**config.mk**
```make
export PLATFORM = sky130hd
export DESIGN_NAME = pattern_det_flat
export DESIGN_NICKNAME = d
export VERILOG_FILES = /design/src/rtl/pattern_det_pkg.sv /design/src/rtl/pattern_det_if.sv /design/src/rtl/pattern_det_sat_counter.sv /design/src/rtl/pattern_det.sv /design/src/flat_wrapper.sv
export SDC_FILE = /design/constraint.sdc
export NUM_CORES = 1
export LEC_CHECK = 0
export BUFFER_PORTS_ARGS = -buffer_cell sky130_fd_sc_hd__buf_2
export CORE_ASPECT_RATIO = 1.4
export CORE_MARGIN = 4
export CORE_UTILIZATION = 30
export CTS_CLUSTER_DIAMETER = 30
export DETAILED_ROUTE_END_ITERATION = 8
export SLEW_MARGIN = 5
export SYNTH_ARGS = -nofsm -noshare
export SYNTH_HDL_FRONTEND = slang
export SYNTH_SLANG_ARGS = --single-unit
```
**constraint.sdc**
```tcl
create_clock -name clk -period 2.59 [get_ports clk]
set_input_delay 0.518 -clock clk [delete_from_list [all_inputs] [get_ports clk]]
set_output_delay 0.518 -clock clk [all_outputs]
set_load 0.02 [all_outputs]
```
**src/rtl/pattern_det_pkg.sv**
```systemverilog
// Shared types and defaults for the serial pattern detector.
// Imported by the interface, the counter and the detector top.
package pattern_det_pkg;

   typedef enum logic [1:0] {
      IDLE = 2'd0,
      FILL = 2'd1,
      SCAN = 2'd2
   } pd_state_t;

   localparam int PAT_W_DEF = 4;
   localparam int CNT_W_DEF = 8;

   localparam logic DOUT_RST = 1'b0;
   localparam logic BUSY_IDLE = 1'b0;

endpackage

```
**src/rtl/pattern_det_if.sv**
```systemverilog
// Control, stream and status bundle of the pattern detector.
// The master side drives the stream; the slave side is the detector.
interface pattern_det_if
   import pattern_det_pkg::*;
#(
   parameter int PAT_W = PAT_W_DEF,
   parameter int CNT_W = CNT_W_DEF
);

   logic             load;
   logic [PAT_W-1:0] pat_in;
   logic             overlap;
   logic             din_vld;
   logic             din;
   logic             clr_cnt;
   logic             dout;
   logic [CNT_W-1:0] match_cnt;
   logic             cnt_sat;
   logic             busy;

   modport master (
      output load, pat_in, overlap,
      output din_vld, din, clr_cnt,
      input  dout, match_cnt, cnt_sat, busy
   );

   modport slave (
      input  load, pat_in, overlap,
      input  din_vld, din, clr_cnt,
      output dout, match_cnt, cnt_sat, busy
   );

endinterface

```
**src/rtl/pattern_det_sat_counter.sv**
```systemverilog
// Saturating event counter with a sticky saturation flag.
// Clear takes priority over a simultaneous increment.
module sat_counter
   import pattern_det_pkg::*;
#(
   parameter int CNT_W = CNT_W_DEF
) (
   input  logic             clk,
   input  logic             rst,
   input  logic             clr_i,
   input  logic             inc_i,
   output logic [CNT_W-1:0] cnt_o,
   output logic             sat_o
);

   logic [CNT_W-1:0] cnt_q, cnt_d;
   logic             sat_q, sat_d;

   always_comb begin
      cnt_d = cnt_q;
      sat_d = sat_q;
      if (clr_i) begin
         cnt_d = '0;
         sat_d = 1'b0;
      end else if (inc_i && !(&cnt_q)) begin
         cnt_d = cnt_q + CNT_W'(1);
         sat_d = &cnt_d;
      end
   end

   always_ff @(posedge clk or negedge rst) begin
      if (!rst) begin
         cnt_q <= '0;
         sat_q <= 1'b0;
      end else begin
         cnt_q <= cnt_d;
         sat_q <= sat_d;
      end
   end

   assign cnt_o = cnt_q;
   assign sat_o = sat_q;

endmodule

```
**src/rtl/pattern_det.sv**
```systemverilog
// Serial sequence detector for a runtime-loaded pattern on a
// valid-qualified bit stream, with match pulse and match counter.
module pattern_det
   import pattern_det_pkg::*;
#(
   parameter int PAT_W = PAT_W_DEF,
   parameter int CNT_W = CNT_W_DEF
) (
   input  logic         clk,
   input  logic         rst,
   pattern_det_if.slave bus
);

   localparam int FW = $clog2(PAT_W + 1);

   pd_state_t        state_q, state_d;
   logic [PAT_W-1:0] pat_q, pat_d;
   logic             ovl_q, ovl_d;
   logic [PAT_W-1:0] shreg_q, shreg_d;
   logic [FW-1:0]    fill_q, fill_d;
   logic             dout_q;
   logic             match;
   logic             full;
   logic [PAT_W-1:0] shifted;
   logic [FW-1:0]    fill_inc;

   assign shifted  = {shreg_q[PAT_W-2:0], bus.din};
   assign fill_inc = fill_q + FW'(1);

   always_comb begin
      state_d = state_q;
      pat_d   = pat_q;
      ovl_d   = ovl_q;
      shreg_d = shreg_q;
      fill_d  = fill_q;
      match   = 1'b0;
      full    = 1'b0;
      unique case (state_q)
         IDLE: begin
            if (bus.load) begin
               state_d = FILL;
               pat_d   = bus.pat_in;
               ovl_d   = bus.overlap;
               shreg_d = '0;
               fill_d  = '0;
            end
         end
         FILL, SCAN: begin
            if (bus.load) begin
               state_d = FILL;
               pat_d   = bus.pat_in;
               ovl_d   = bus.overlap;
               shreg_d = '0;
               fill_d  = '0;
            end else if (bus.din_vld) begin
               shreg_d = shifted;
               if (state_q == FILL) fill_d = fill_inc;
               // Scan state means the window already holds PAT_W valid bits
               full  = (state_q == SCAN) || (fill_inc == FW'(PAT_W));
               match = full && (shifted == pat_q);
               if (match && !ovl_q) begin
                  state_d = FILL;
                  fill_d  = '0;
               end else if (full) begin
                  state_d = SCAN;
               end
            end
         end
         default: state_d = IDLE;
      endcase
   end

   always_ff @(posedge clk or negedge rst) begin
      if (!rst) begin
         state_q <= IDLE;
         pat_q   <= '0;
         ovl_q   <= 1'b0;
         shreg_q <= '0;
         fill_q  <= '0;
         dout_q  <= DOUT_RST;
      end else begin
         state_q <= state_d;
         pat_q   <= pat_d;
         ovl_q   <= ovl_d;
         shreg_q <= shreg_d;
         fill_q  <= fill_d;
         dout_q  <= match;
      end
   end

   sat_counter #(.CNT_W(CNT_W)) u_cnt (
      .clk   (clk),
      .rst   (rst),
      .clr_i (bus.clr_cnt),
      .inc_i (match),
      .cnt_o (bus.match_cnt),
      .sat_o (bus.cnt_sat)
   );

   assign bus.dout = dout_q;
   assign bus.busy = (state_q != IDLE) ? 1'b1 : BUSY_IDLE;

endmodule

```
**src/flat_wrapper.sv**
```systemverilog
// flat-port wrapper written by rule: the top's interface ports become plain ports
module pattern_det_flat import pattern_det_pkg::*;
#(
   parameter int PAT_W = PAT_W_DEF,
   parameter int CNT_W = CNT_W_DEF
)
  (clk, rst, bus_load, bus_pat_in, bus_overlap, bus_din_vld, bus_din, bus_clr_cnt, bus_dout, bus_match_cnt, bus_cnt_sat, bus_busy);
  pattern_det_if #(.PAT_W(PAT_W), .CNT_W(CNT_W)) bus_i ();
  input  logic clk;
  input  logic rst;
  input wire logic [$bits(bus_i.load)-1:0] bus_load;
  input wire logic [$bits(bus_i.pat_in)-1:0] bus_pat_in;
  input wire logic [$bits(bus_i.overlap)-1:0] bus_overlap;
  input wire logic [$bits(bus_i.din_vld)-1:0] bus_din_vld;
  input wire logic [$bits(bus_i.din)-1:0] bus_din;
  input wire logic [$bits(bus_i.clr_cnt)-1:0] bus_clr_cnt;
  output wire logic [$bits(bus_i.dout)-1:0] bus_dout;
  output wire logic [$bits(bus_i.match_cnt)-1:0] bus_match_cnt;
  output wire logic [$bits(bus_i.cnt_sat)-1:0] bus_cnt_sat;
  output wire logic [$bits(bus_i.busy)-1:0] bus_busy;
  assign bus_i.load = bus_load;
  assign bus_i.pat_in = bus_pat_in;
  assign bus_i.overlap = bus_overlap;
  assign bus_i.din_vld = bus_din_vld;
  assign bus_i.din = bus_din;
  assign bus_i.clr_cnt = bus_clr_cnt;
  assign bus_dout = bus_i.dout;
  assign bus_match_cnt = bus_i.match_cnt;
  assign bus_cnt_sat = bus_i.cnt_sat;
  assign bus_busy = bus_i.busy;
  pattern_det #(.PAT_W(PAT_W), .CNT_W(CNT_W)) u_core (.clk(clk), .rst(rst), .bus(bus_i));
endmodule
```
==> summary.md <==
| Metric | Value |
|---|---|
| Tmin final | `2.15 ns` |
| WP data required | `2.78 ns` |
| WL final | `2730 um` |
| FP Rows | `28` |
| Max cap viols | `0` |
| VDD IR max | `0.162 mV` |
| Tot GR Track Use | `10.5%` |
| Largest family of logic cells by synthesized area | `simple AND/OR/NAND/NOR gates` |
| Max clock buf depth | `2` |
| Clk Latency, worst-skew pair | `0.26 ns` |
| DR DRC count | `0` |
| Clk Tree Root Cell | `clkbuf_8` |
| Setup Fix Bufs, Post-CTS | `0` |
| DIE AREA | `5710 um^2` |
| Worst Path Max Fanout | `7` |
| Compound-Gate Fraction of Synth Area | `11.5%` |
| Synth Area in Adders | `7.33%` |
| Worst slew pin tran | `0.565 ns` |
| Arr. time, crit path | `2.34 ns` |
| Antenna Diode Count | `0` |
| Max_slew headroom | `61.8%` |
| Initial antenna violation count | `0` |
| P_sw | `0.281 mW` |
| Hold/Removal Path Class | `in -> async` |
| Synth Instances | `125` |
| Vias in the first global route | `1079` |
| Cell Pwr Density | `553 nW/um^2` |
| Syn Area/Cell | `10.9 um^2` |
| Tcrit/Tclk final | `83.0%` |
| H-tree depth | `1` |
| 1st-iter DRT viols | `36` |
| Core ar. | `4310 um^2` |
| Status | `completed` |
| Register share of total power | `47.4%` |
| Final nets | `169` |
| Pint | `0.597 mW` |
| Fin. max-slew vios | `0` |
| Register area share after synthesis | `42.2%` |
| Routability cong. | `0.779` |
| Total CTS buffers | `3` |
| Cts repair resizes | `0` |
| Clock Skew | `0.00252 ns` |
| Top cell type's share of synthesized area | `42.2%` |
| Clk network pwr share | `25.4%` |
| Critical path class | `reg -> reg` |
| Commonest non-fill, non-tap cell in the layout | `dfrtp_1` |
| First-pass GRT wire length | `4820 um` |
| Synth Register Bits | `23` |
| Post-DP HPWL | `2080 um` |
| Routed via count | `1015` |
| Syn Std Cell Area | `1370 um^2` |
| Starting Density | `31.7%` |
| Remaining antenna violation count | `0` |
| Post-synthesis mux area share | `5.77%` |
| Most frequent cells in the layout | `dfrtp_1, buf_2, nor2_1` |
| Die height | `87.8 um` |
| Final instance area | `1590 um^2` |
| Syn nets | `144` |
| Pre-antenna DRT Iters | `4` |
| Final setup viols | `0` |
| Largest net degree at the start of global routing | `24` |
| Top post-synthesis cells by area | `dfrtp_1, ha_1, mux2_2, xnor2_1, xnor2_2` |
| Layout overhead on the synthesized area | `16.3%` |
| RSZ-0062 raised after global routing | `no` |
| Post-DR vias/cell | `4.86` |
| Synth area leader | `dfrtp_1` |
| Endpoints failing hold | `0` |
| Fmax | `0.465 GHz` |
| Filler cells | `438` |
| Layout cells sized above 1 | `28.2%` |
| Synth Warn # | `0` |
| CTS tree | `done` |
| Port Buffers | `21` |
| Global route total overflow | `0` |
| CTS Hold Bufs | `0` |
| Comb pwr share | `27.2%` |
| Post-synthesis xor/xnor area fraction | `10.5%` |
| Worst setup EP type | `flop` |
| Synth Area in Simple Gates | `20.5%` |
| Leakage | `0.728 nW` |
| Clock slew at reported path FFs | `0.08 ns` |
| Yosys cell types | `35` |
| Width of the die | `65.0 um` |
| Num ports | `22` |
| WL/cell | `13.1 um` |
| Type of origin of the critical path | `flop` |
| Sw Share | `32.0%` |
| Post-DP Area | `1540 um^2` |
| Final TNS setup | `0 ns` |
| CTS Sinks | `23` |
## through the flow
step	power, mW	util [%]	worst slack, ns	hold WS (ns)	instances
finish	0.878	36.8	0.441	0.218	209
global route	0.938	36.8	0.345	0.260	209
CTS	0.898	36.8	0.456	0.233	209
detailed placement	0.664	35.8	0.490	0.534	205
global placement	0.652	35.8	0.517	0.516	205
floorplan	0.597	-	0.620	0.222	125
## final cells by class
type / instances / area (um^2) / share of cell area, %
repair buffers: 22 / 113 / 7.09
clock inverters: 1 / 5.00 / 0.315
clock buffers: 3 / 41.3 / 2.60
inverters: 5 / 18.8 / 1.18
flip-flops and latches: 23 / 576 / 36.2
multi-input cells: 95 / 759 / 47.8
well taps: 60 / 75.1 / 4.73
## per-layer routing
metal  up-vias  share of wire [%]  GRT usage (%)
met3         2                5.1           1.80
met1       488                 46           14.0
li1        492                  -              -
met4         0                1.0           3.02
met5         -                  0              0
met2        33                 48           17.5
## worst max-delay path, cell delays in order (launching register included)
cell and delay [ns]:
dfrtp_1 0.40, inv_1 0.08, ha_1 0.32, nor2b_4 0.25, o311ai_4 0.17, or3_1 0.35
or3_1 0.35, a21oi_1 0.16
## synthesized netlist by cell type
master	number
clkbuf_1	1
ha_1	8
nor3_1	2
o21ai_0	6
o311ai_4	1
nor3b_1	2
nor3_4	1
a31o_2	1
a32o_1	1
a21o_1	1
xor2_1	1
nand4_4	1
nor2b_1	3
and4_1	1
buf_4	1
nor4b_1	3
nor2_1	11
inv_1	5
or3_1	2
and2_1	1
nand4_1	2
nand2_1	6
o32ai_1	1
a211oi_1	1
dfrtp_1	23
xnor2_1	8
xnor2_2	4
nor4_1	2
a22o_1	2
nor2b_4	1
nand2b_1	2
o31ai_1	2
nand3_1	6
mux2_2	7
a21oi_1	5
## flip-flops by register name, summed over array words and instances, names as in the netlist
signal and flops:
u_core.ovl_q 1, u_core.shreg_q 3, u_core.fill_q 3, u_core.pat_q 4
u_core.bus.dout 1, u_core.u_cnt.cnt_o 8, u_core.u_cnt.sat_o 1, u_core.state_q 2
## final timing paths
| check | from | endpoint | slack [ns] | cells after the start |
|---|---|---|---|---|
| max | u_core.state_q[1] | u_core.u_cnt.cnt_o[7] | 0.44 | 7 |
| min | rst | u_core.u_cnt.cnt_o[4] | 0.22 | 1 |
| max reg2reg | u_core.state_q[1] | u_core.u_cnt.cnt_o[7] | 0.44 | 7 |
| min reg2reg | u_core.u_cnt.sat_o | u_core.u_cnt.sat_o | 0.55 | 2 |
| max in group asynchronous | rst | u_core.bus.dout | 2.02 | 1 |
| min in group clk | bus_overlap | u_core.ovl_q | 0.48 | 2 |
## power groups by stage
| stage | registers [mW] | clock network (mW) | logic [mW] |
|---|---|---|---|
| detailed placement | 0.424 | 0 | 0.240 |
| global placement | 0.421 | 0 | 0.231 |
| CTS | 0.417 | 0.240 | 0.241 |
| global route | 0.420 | 0.250 | 0.268 |
| finish | 0.416 | 0.223 | 0.239 |
| floorplan | 0.417 | 0 | 0.180 |
## cell families after synthesis
kind of cell	count (synthesis)
fa+ha+maj	8
buf+inv	7
mux	7
compound gates	21
flops	23
xor+xnor	13
simple gates	46
Power figures use the tool's default switching activity.
